--- src/rtl/op_pkg.sv ---
// Shared definitions for the op_mod / op_mod_recon pair: default operand width and
// the reconstruction controller states.
package op_pkg;

    localparam int OP_N = 4;

    typedef enum logic {
        IDLE = 1'b0,
        CALC = 1'b1
    } recon_state_t;

endpackage

--- src/rtl/op_mod_recon.sv ---
// Rebuilds a dividend Z = Q*B + R from quotient, divisor and remainder using a
// shift-add multiplier that retires one multiplier bit per clock.
module op_mod_recon
    import op_pkg::*;
#(
    parameter int N = OP_N
) (
    input  logic           i_clk,
    input  logic           i_rst,
    input  logic           i_start,
    input  logic [N-1:0]   i_q,
    input  logic [N-1:0]   i_b,
    input  logic [N-1:0]   i_r,
    output logic           o_busy,
    output logic           o_done,
    output logic [2*N-1:0] o_z
);

    localparam int CW = $clog2(N + 1);

    recon_state_t   r_state;
    logic [N-1:0]   r_mq;
    logic [2*N-1:0] r_mc;
    logic [2*N-1:0] r_acc;
    logic [CW-1:0]  r_cnt;
    logic           r_busy;
    logic           r_done;
    logic [2*N-1:0] r_z;
    logic [2*N-1:0] w_acc_next;

    // Seeding acc with R folds the remainder in for free; the sum cannot exceed 2N bits.
    always_comb begin
        w_acc_next = r_acc;
        if (r_mq[0]) begin
            w_acc_next = r_acc + r_mc;
        end
    end

    always_ff @(posedge i_clk or posedge i_rst) begin
        if (i_rst) begin
            r_state <= IDLE;
            r_mq    <= '0;
            r_mc    <= '0;
            r_acc   <= '0;
            r_cnt   <= '0;
            r_busy  <= 1'b0;
            r_done  <= 1'b0;
            r_z     <= '0;
        end else begin
            r_done <= 1'b0;
            if (r_state == IDLE) begin
                if (i_start) begin
                    r_mq    <= i_q;
                    r_mc    <= {{N{1'b0}}, i_b};
                    r_acc   <= {{N{1'b0}}, i_r};
                    r_cnt   <= CW'(N);
                    r_busy  <= 1'b1;
                    r_state <= CALC;
                end
            end else begin
                r_acc <= w_acc_next;
                r_mc  <= r_mc << 1;
                r_mq  <= r_mq >> 1;
                r_cnt <= r_cnt - CW'(1);
                if (r_cnt == CW'(1)) begin
                    r_z     <= w_acc_next;
                    r_done  <= 1'b1;
                    r_busy  <= 1'b0;
                    r_state <= IDLE;
                end
            end
        end
    end

    assign o_busy = r_busy;
    assign o_done = r_done;
    assign o_z    = r_z;

endmodule

--- config.mk ---
export PLATFORM = sky130hd
export DESIGN_NAME = op_mod_recon
export DESIGN_NICKNAME = d
export VERILOG_FILES = /design/src/rtl/op_pkg.sv /design/src/rtl/op_mod_recon.sv
export SDC_FILE = /design/constraint.sdc
export NUM_CORES = 1
export LEC_CHECK = 0
export BUFFER_PORTS_ARGS = -buffer_cell sky130_fd_sc_hd__buf_4
export CORE_MARGIN = 2
export CORE_UTILIZATION = 63
export CTS_BUF_LIST = sky130_fd_sc_hd__clkbuf_2
export DETAILED_ROUTE_END_ITERATION = 10
export PLACE_DENSITY = 0.88
export RECOVER_POWER = 100
export SLEW_MARGIN = 15
export SYNTH_ARGS = -nofsm -noshare
export SYNTH_HDL_FRONTEND = slang
export SYNTH_SLANG_ARGS = --single-unit
export TNS_END_PERCENT = 10
--- constraint.sdc ---
create_clock -name i_clk -period 4.8 [get_ports i_clk]
set_input_delay 0.96 -clock i_clk [delete_from_list [all_inputs] [get_ports i_clk]]
set_output_delay 0.96 -clock i_clk [all_outputs]
set_load 0.05 [all_outputs]
Word-level counts from Yosys, hierarchy flattened
Index checks and enable logic that the tools add are counted.

operators by class
  add/sub/neg operators = 2
  equality and inequality tests = 2
  multiplexer cells = 17
  reduce and logical (&&, ||, !) cells = 3

operators with widths
  operator               number
  $mux W8                5
  $add A8 B8 Y8          1
  $mux W1                8
  $mux W4                2
  $mux W3                2
  $reduce_and A2 Y1      2
  $eq A3 B1 Y1 const B   1
  $sub A3 B1 Y3 const B  1
  $ne A2 B1 Y1 const B   1
  $reduce_bool A2 Y1     1

word-level totals
  bits in registers = 34
  input bits = 15
  output and inout port bits = 10
  word-level logic and storage cells = 32

Logic depth before layout (Yosys ltp)
  depth in word-level cells = 3
  depth in mapped cells = 9
  depth with buffers taken out = 9

Worst setup path before layout
Ideal clock, no wire load.

  kind = register -> register
  from = register r_mc[0]
  to = register r_acc[6]
  library setup time = 0.122 ns
  arrival time = 1.778 ns
  required time = 4.678 ns
  slack = 2.900 ns
  stages on the path, launching flop included = 10
  path buffers = 0
  clock period less this slack = 1.900 ns
  cells stage by stage = dfrtp_1 > ha_1 > inv_1 > fa_1 > nor2b_4 > o31a_1 > o21a_1 > nor2_2 > xnor2_1 > a32o_1

on the way
  cells in the longest elaborated chain, start to end = 3

ends and longest elaborated chain
  what                    line                RTL
  from (decl)             op_mod_recon.sv:23  logic [2*N-1:0] r_mc;
  from (signal assigned)  op_mod_recon.sv:54  r_mc <= {{N{1'b0}}, i_b};
  from (signal assigned)  op_mod_recon.sv:62  r_mc <= r_mc << 1;
  $add A8 B8 Y8           op_mod_recon.sv:35  w_acc_next = r_acc + r_mc;
  $mux W8                 op_mod_recon.sv:34  if (r_mq[0]) begin
  $mux W8                 op_mod_recon.sv:51  if (r_state == IDLE) begin
  to (signal assigned)    op_mod_recon.sv:55  r_acc <= {{N{1'b0}}, i_r};
  to (signal assigned)    op_mod_recon.sv:61  r_acc <= w_acc_next;
  to (decl)               op_mod_recon.sv:24  logic [2*N-1:0] r_acc;

No other way between the ends.
A chain may end at the register's enable or synchronous reset.

Worst setup path after layout
  from = register r_state
  to = register r_z[6] (netlist: o_z[6])

on the way
  cells in the longest elaborated chain, start to end = 1

ends and longest elaborated chain
  what                         line                RTL
  from (decl)                  op_mod_recon.sv:21  recon_state_t r_state;
  from (signal assigned)       op_mod_recon.sv:41  r_state <= IDLE;
  from (signal assigned)       op_mod_recon.sv:58  r_state <= CALC;
  from (signal assigned)       op_mod_recon.sv:69  r_state <= IDLE;
  $reduce_and A2 Y1 (no line)  n/a
  to (signal assigned)         op_mod_recon.sv:66  r_z <= w_acc_next;
  to (decl)                    op_mod_recon.sv:28  logic [2*N-1:0] r_z;

No other way between the ends.

==> results by group <==
GRT
  – Vias in the first global route: 1,393
  – GRT Overall Usage: 0.250
  – First-pass GRT wire length: 6.19 mm
  – GRT Residual Overflow: 0
  – Largest net degree at the start of global routing: 35
  – Initial antenna violation count: 0

Detailed routing
  – WL met3: 172 um
  – Routed WL: 3.54 mm
  – Routed wl met2: 1.72 mm
  – Vias per cell: 5.89
  – DR DRC count: 0
  – Max layer used: met4
  – Drt pass-1 iters: 4
  – Remaining antenna violation count: 0
  – Initial detailed-routing violation count: 66
  – Met1 WL: 1.55 mm
  – Via count: 1,396
  – Routed len/inst: 14.9 um

Yosys
  – Flops & latches, synth: 34
  – Asr flop ratio synth: 1.00
  – Synth Area in XOR/XNOR: 0.0298
  – Netlist cell types: 34
  – Post-Synth Adder-Cell Area: 0.0752
  – Syn nets: 205
  – Post-synth top cells: dfrtp_1 (34), nand2_1 (27), o21ai_0 (19)
  – Cells after synthesis: 180
  – Top-count cell post-synth: dfrtp_1
  – Dominant cell type by area after synthesis: dfrtp_1
  – Main synth FF type: dfrtp_1
  – Synthesized cell area: 0.00176 mm2
  – Multiplexer share of the synthesized area: 0.0710
  – Synthesized area per cell: 9.79 um2
  – Simple-Gate Fraction of Synth Area: 0.133
  – Seq/Total Area, Yosys: 0.483
  – Top-area cell type share of the netlist area: 0.483
  – Synth top area cells: dfrtp_1 (48%), ha_1 (6.4%), mux2i_1 (6.2%), nand2_1 (5.7%), o21ai_0 (5.4%)
  – Combinational family with the most area after synthesis: compound AO/OA/AOI/OAI gates
  – Synth warnings: 0
  – Synth Area in Compound Gates: 0.169
  – Post-synth EDFFs: 0

STA
  – Max-slew violations: 35
  – Layout Skew: 0.0150 ns
  – Period minus WS final: 2.52 ns
  – Fmax: 0.397 GHz
  – Worst slew pin tran: 1.77 ns
  – Final setup TNS: 0 ns
  – Hold Vio Cnt, Final: 0
  – Setup Viol. Count Final: 0
  – Final Cycle Share: 0.525
  – RSZ-0062 raised after global routing: no
  – Relative slew margins: -0.183

CTS
  – Post-CTS Setup Inserts: 0
  – Skew-Pair Late Insertion Delay: 0.38 ns
  – CTS tree: yes
  – H-tree depth: 2
  – Total CTS buffers: 5
  – Bufs on Longest Clock Path: 2
  – Clk slew on worst S/H paths: 0.17 ns
  – CTS resizes: 0
  – CTS sink cnt: 34
  – Hold buffer count at cts: 0
  – Clock root cell: clkbuf_2

Worst setup path
  – Worst Path Required: 5.09 ns
  – Buf+Inv Stages, Crit Path: 1
  – Critical path peak fanout: 33
  – Critical Path End Type: register
  – Crit-path slowest cell: dfrtp_1
  – Worst setup SP type: register
  – CP max stage delay: 0.77 ns
  – CP dominant cell by count: nand2_1
  – Arrival @ worst endpoint: 2.81 ns
  – Crit-path leading delay family: simple AND/OR/NAND/NOR gates
  – Crit-path cells: nand2_1, or2_0, clkinv_1, and3_1, mux2i_1, nand2_1
  – Crit Path Category: register to register

Run
  – Max-cap violations: 1

Finish
  – Layout Nets: 230
  – Area of the multi-input gates: 832 um2
  – Register area: 851 um2
  – Antenna cells: 0
  – Layout Area Growth over Synthesis: 10.5%
  – Fill count: 228
  – Layout cell share with drive strength beyond 1: 0.112

Run status
  – Failing checks: capacitance limit, slew limit
  – Status: finished, violations left

Floorplan
  – Die Height: 56.9 um
  – Row cnt: 19
  – Area of the core: 0.00271 mm2
  – Initial Util: 0.651
  – Top Ports: 25
  – DIE WIDTH: 56.9 um
  – Die area: 0.00324 mm2

Power and ir drop
  – Overall Power: 1.23 mW
  – Max rail drop VDD: 0.000419 V
  – Lkg Pwr: 0.943 nW
  – Pwr Density: 630 mW/mm2

Placed design
  – Post-detail-place hpwl: 2.54 mm
  – Gpl congestion: 0.978
  – Port Buffers: 24

Min path
  – Hold WC Path Type: register to register
[layer usage]
layer	GRT usage	up-vias
met5	0	-
met1	0.321	660
met3	0.0530	11
li1	-	676
met2	0.399	49
met4	0.133	0
[power by group]
| group | switching, mW | leakage (nW) | internal (mW) |
|---|---|---|---|
| clock network | 0.0929 | 0.0304 | 0.0358 |
| registers | 0.122 | 0.434 | 0.395 |
| logic | 0.376 | 0.478 | 0.206 |
[flip-flops by register name (all words and copies together) (netlist names)]
register / flops
o_z: 8
o_busy: 1
r_cnt: 3
r_acc: 8
o_done: 1
r_mq: 4
r_mc: 8
r_state: 1
[final cells by class]
type                       count  area share
tap                           31      0.0199
sequential                    34       0.437
multi-input combinational    128       0.427
clock inverter                 2     0.00450
clock buffer                   6      0.0154
timing repair buffer          25      0.0751
inverter                      11      0.0212
[worst min-delay path: stages, from the launching register on]
cell	delay [ns]
dfrtp_1	0.38
nand2_1	0.05
o21ai_0	0.06
[kinds of logic (layout without fill, tap and decap cells)]
| family | count (synthesis) | after routing |
|---|---|---|
| AO/OA/AOI/OAI | 48 | 48 |
| XOR/XNOR | 6 | 6 |
| adder cells (fa/ha/maj) | 10 | 10 |
| buffers and inverters | 18 | 44 |
| flip-flops | 34 | 34 |
| multiplexers | 12 | 12 |
| AND/OR/NAND/NOR | 52 | 52 |
[worst paths after layout]
kind | startpoint | to | slack (ns) | cells past startpoint
setup / recovery | r_state | o_z[6] | 2.28 | 6
hold / removal | o_z[4] | o_z[4] | 0.51 | 2
setup reg to reg | r_state | o_z[6] | 2.28 | 6
hold reg to reg | o_z[4] | o_z[4] | 0.51 | 2
max in group asynchronous | i_rst | r_cnt[2] | 2.59 | 3
min in group asynchronous | i_rst | r_acc[6] | 1.19 | 3
[cell usage in the layout, fill, tap and decap left out, drive strengths merged, types with 2 or more instances in the layout]
| cell type | instances |
|---|---|
| a22o | 4 |
| o21a | 2 |
| ha | 9 |
| nand2 | 27 |
| and3 | 3 |
| clkinv | 4 |
| nor2 | 11 |
| nand3 | 5 |
| nor3 | 3 |
| mux2i | 11 |
| inv | 9 |
| xnor2 | 5 |
| clkbuf | 18 |
| a21oi | 12 |
| a211oi | 3 |
| a21o | 2 |
| buf | 13 |
| dfrtp | 34 |
| o21ai | 19 |
[through the flow]
stage / util / setup WS, ns / hold WS, ns / instances / instance area, um2
2_1_floorplan: - / 2.90 / 0.449 / 180 / 1760
6_report: 0.719 / 2.28 / 0.505 / 237 / 1950
5_1_grt: 0.719 / 2.10 / 0.534 / 237 / 1950
3_3_place_gp: 0.724 / 2.79 / 0.465 / 229 / 1960
3_5_place_dp: 0.724 / 2.70 / 0.481 / 229 / 1960
4_1_cts: 0.738 / 2.69 / 0.515 / 237 / 2000
Note: power is estimated with default switching activity, not from simulation.
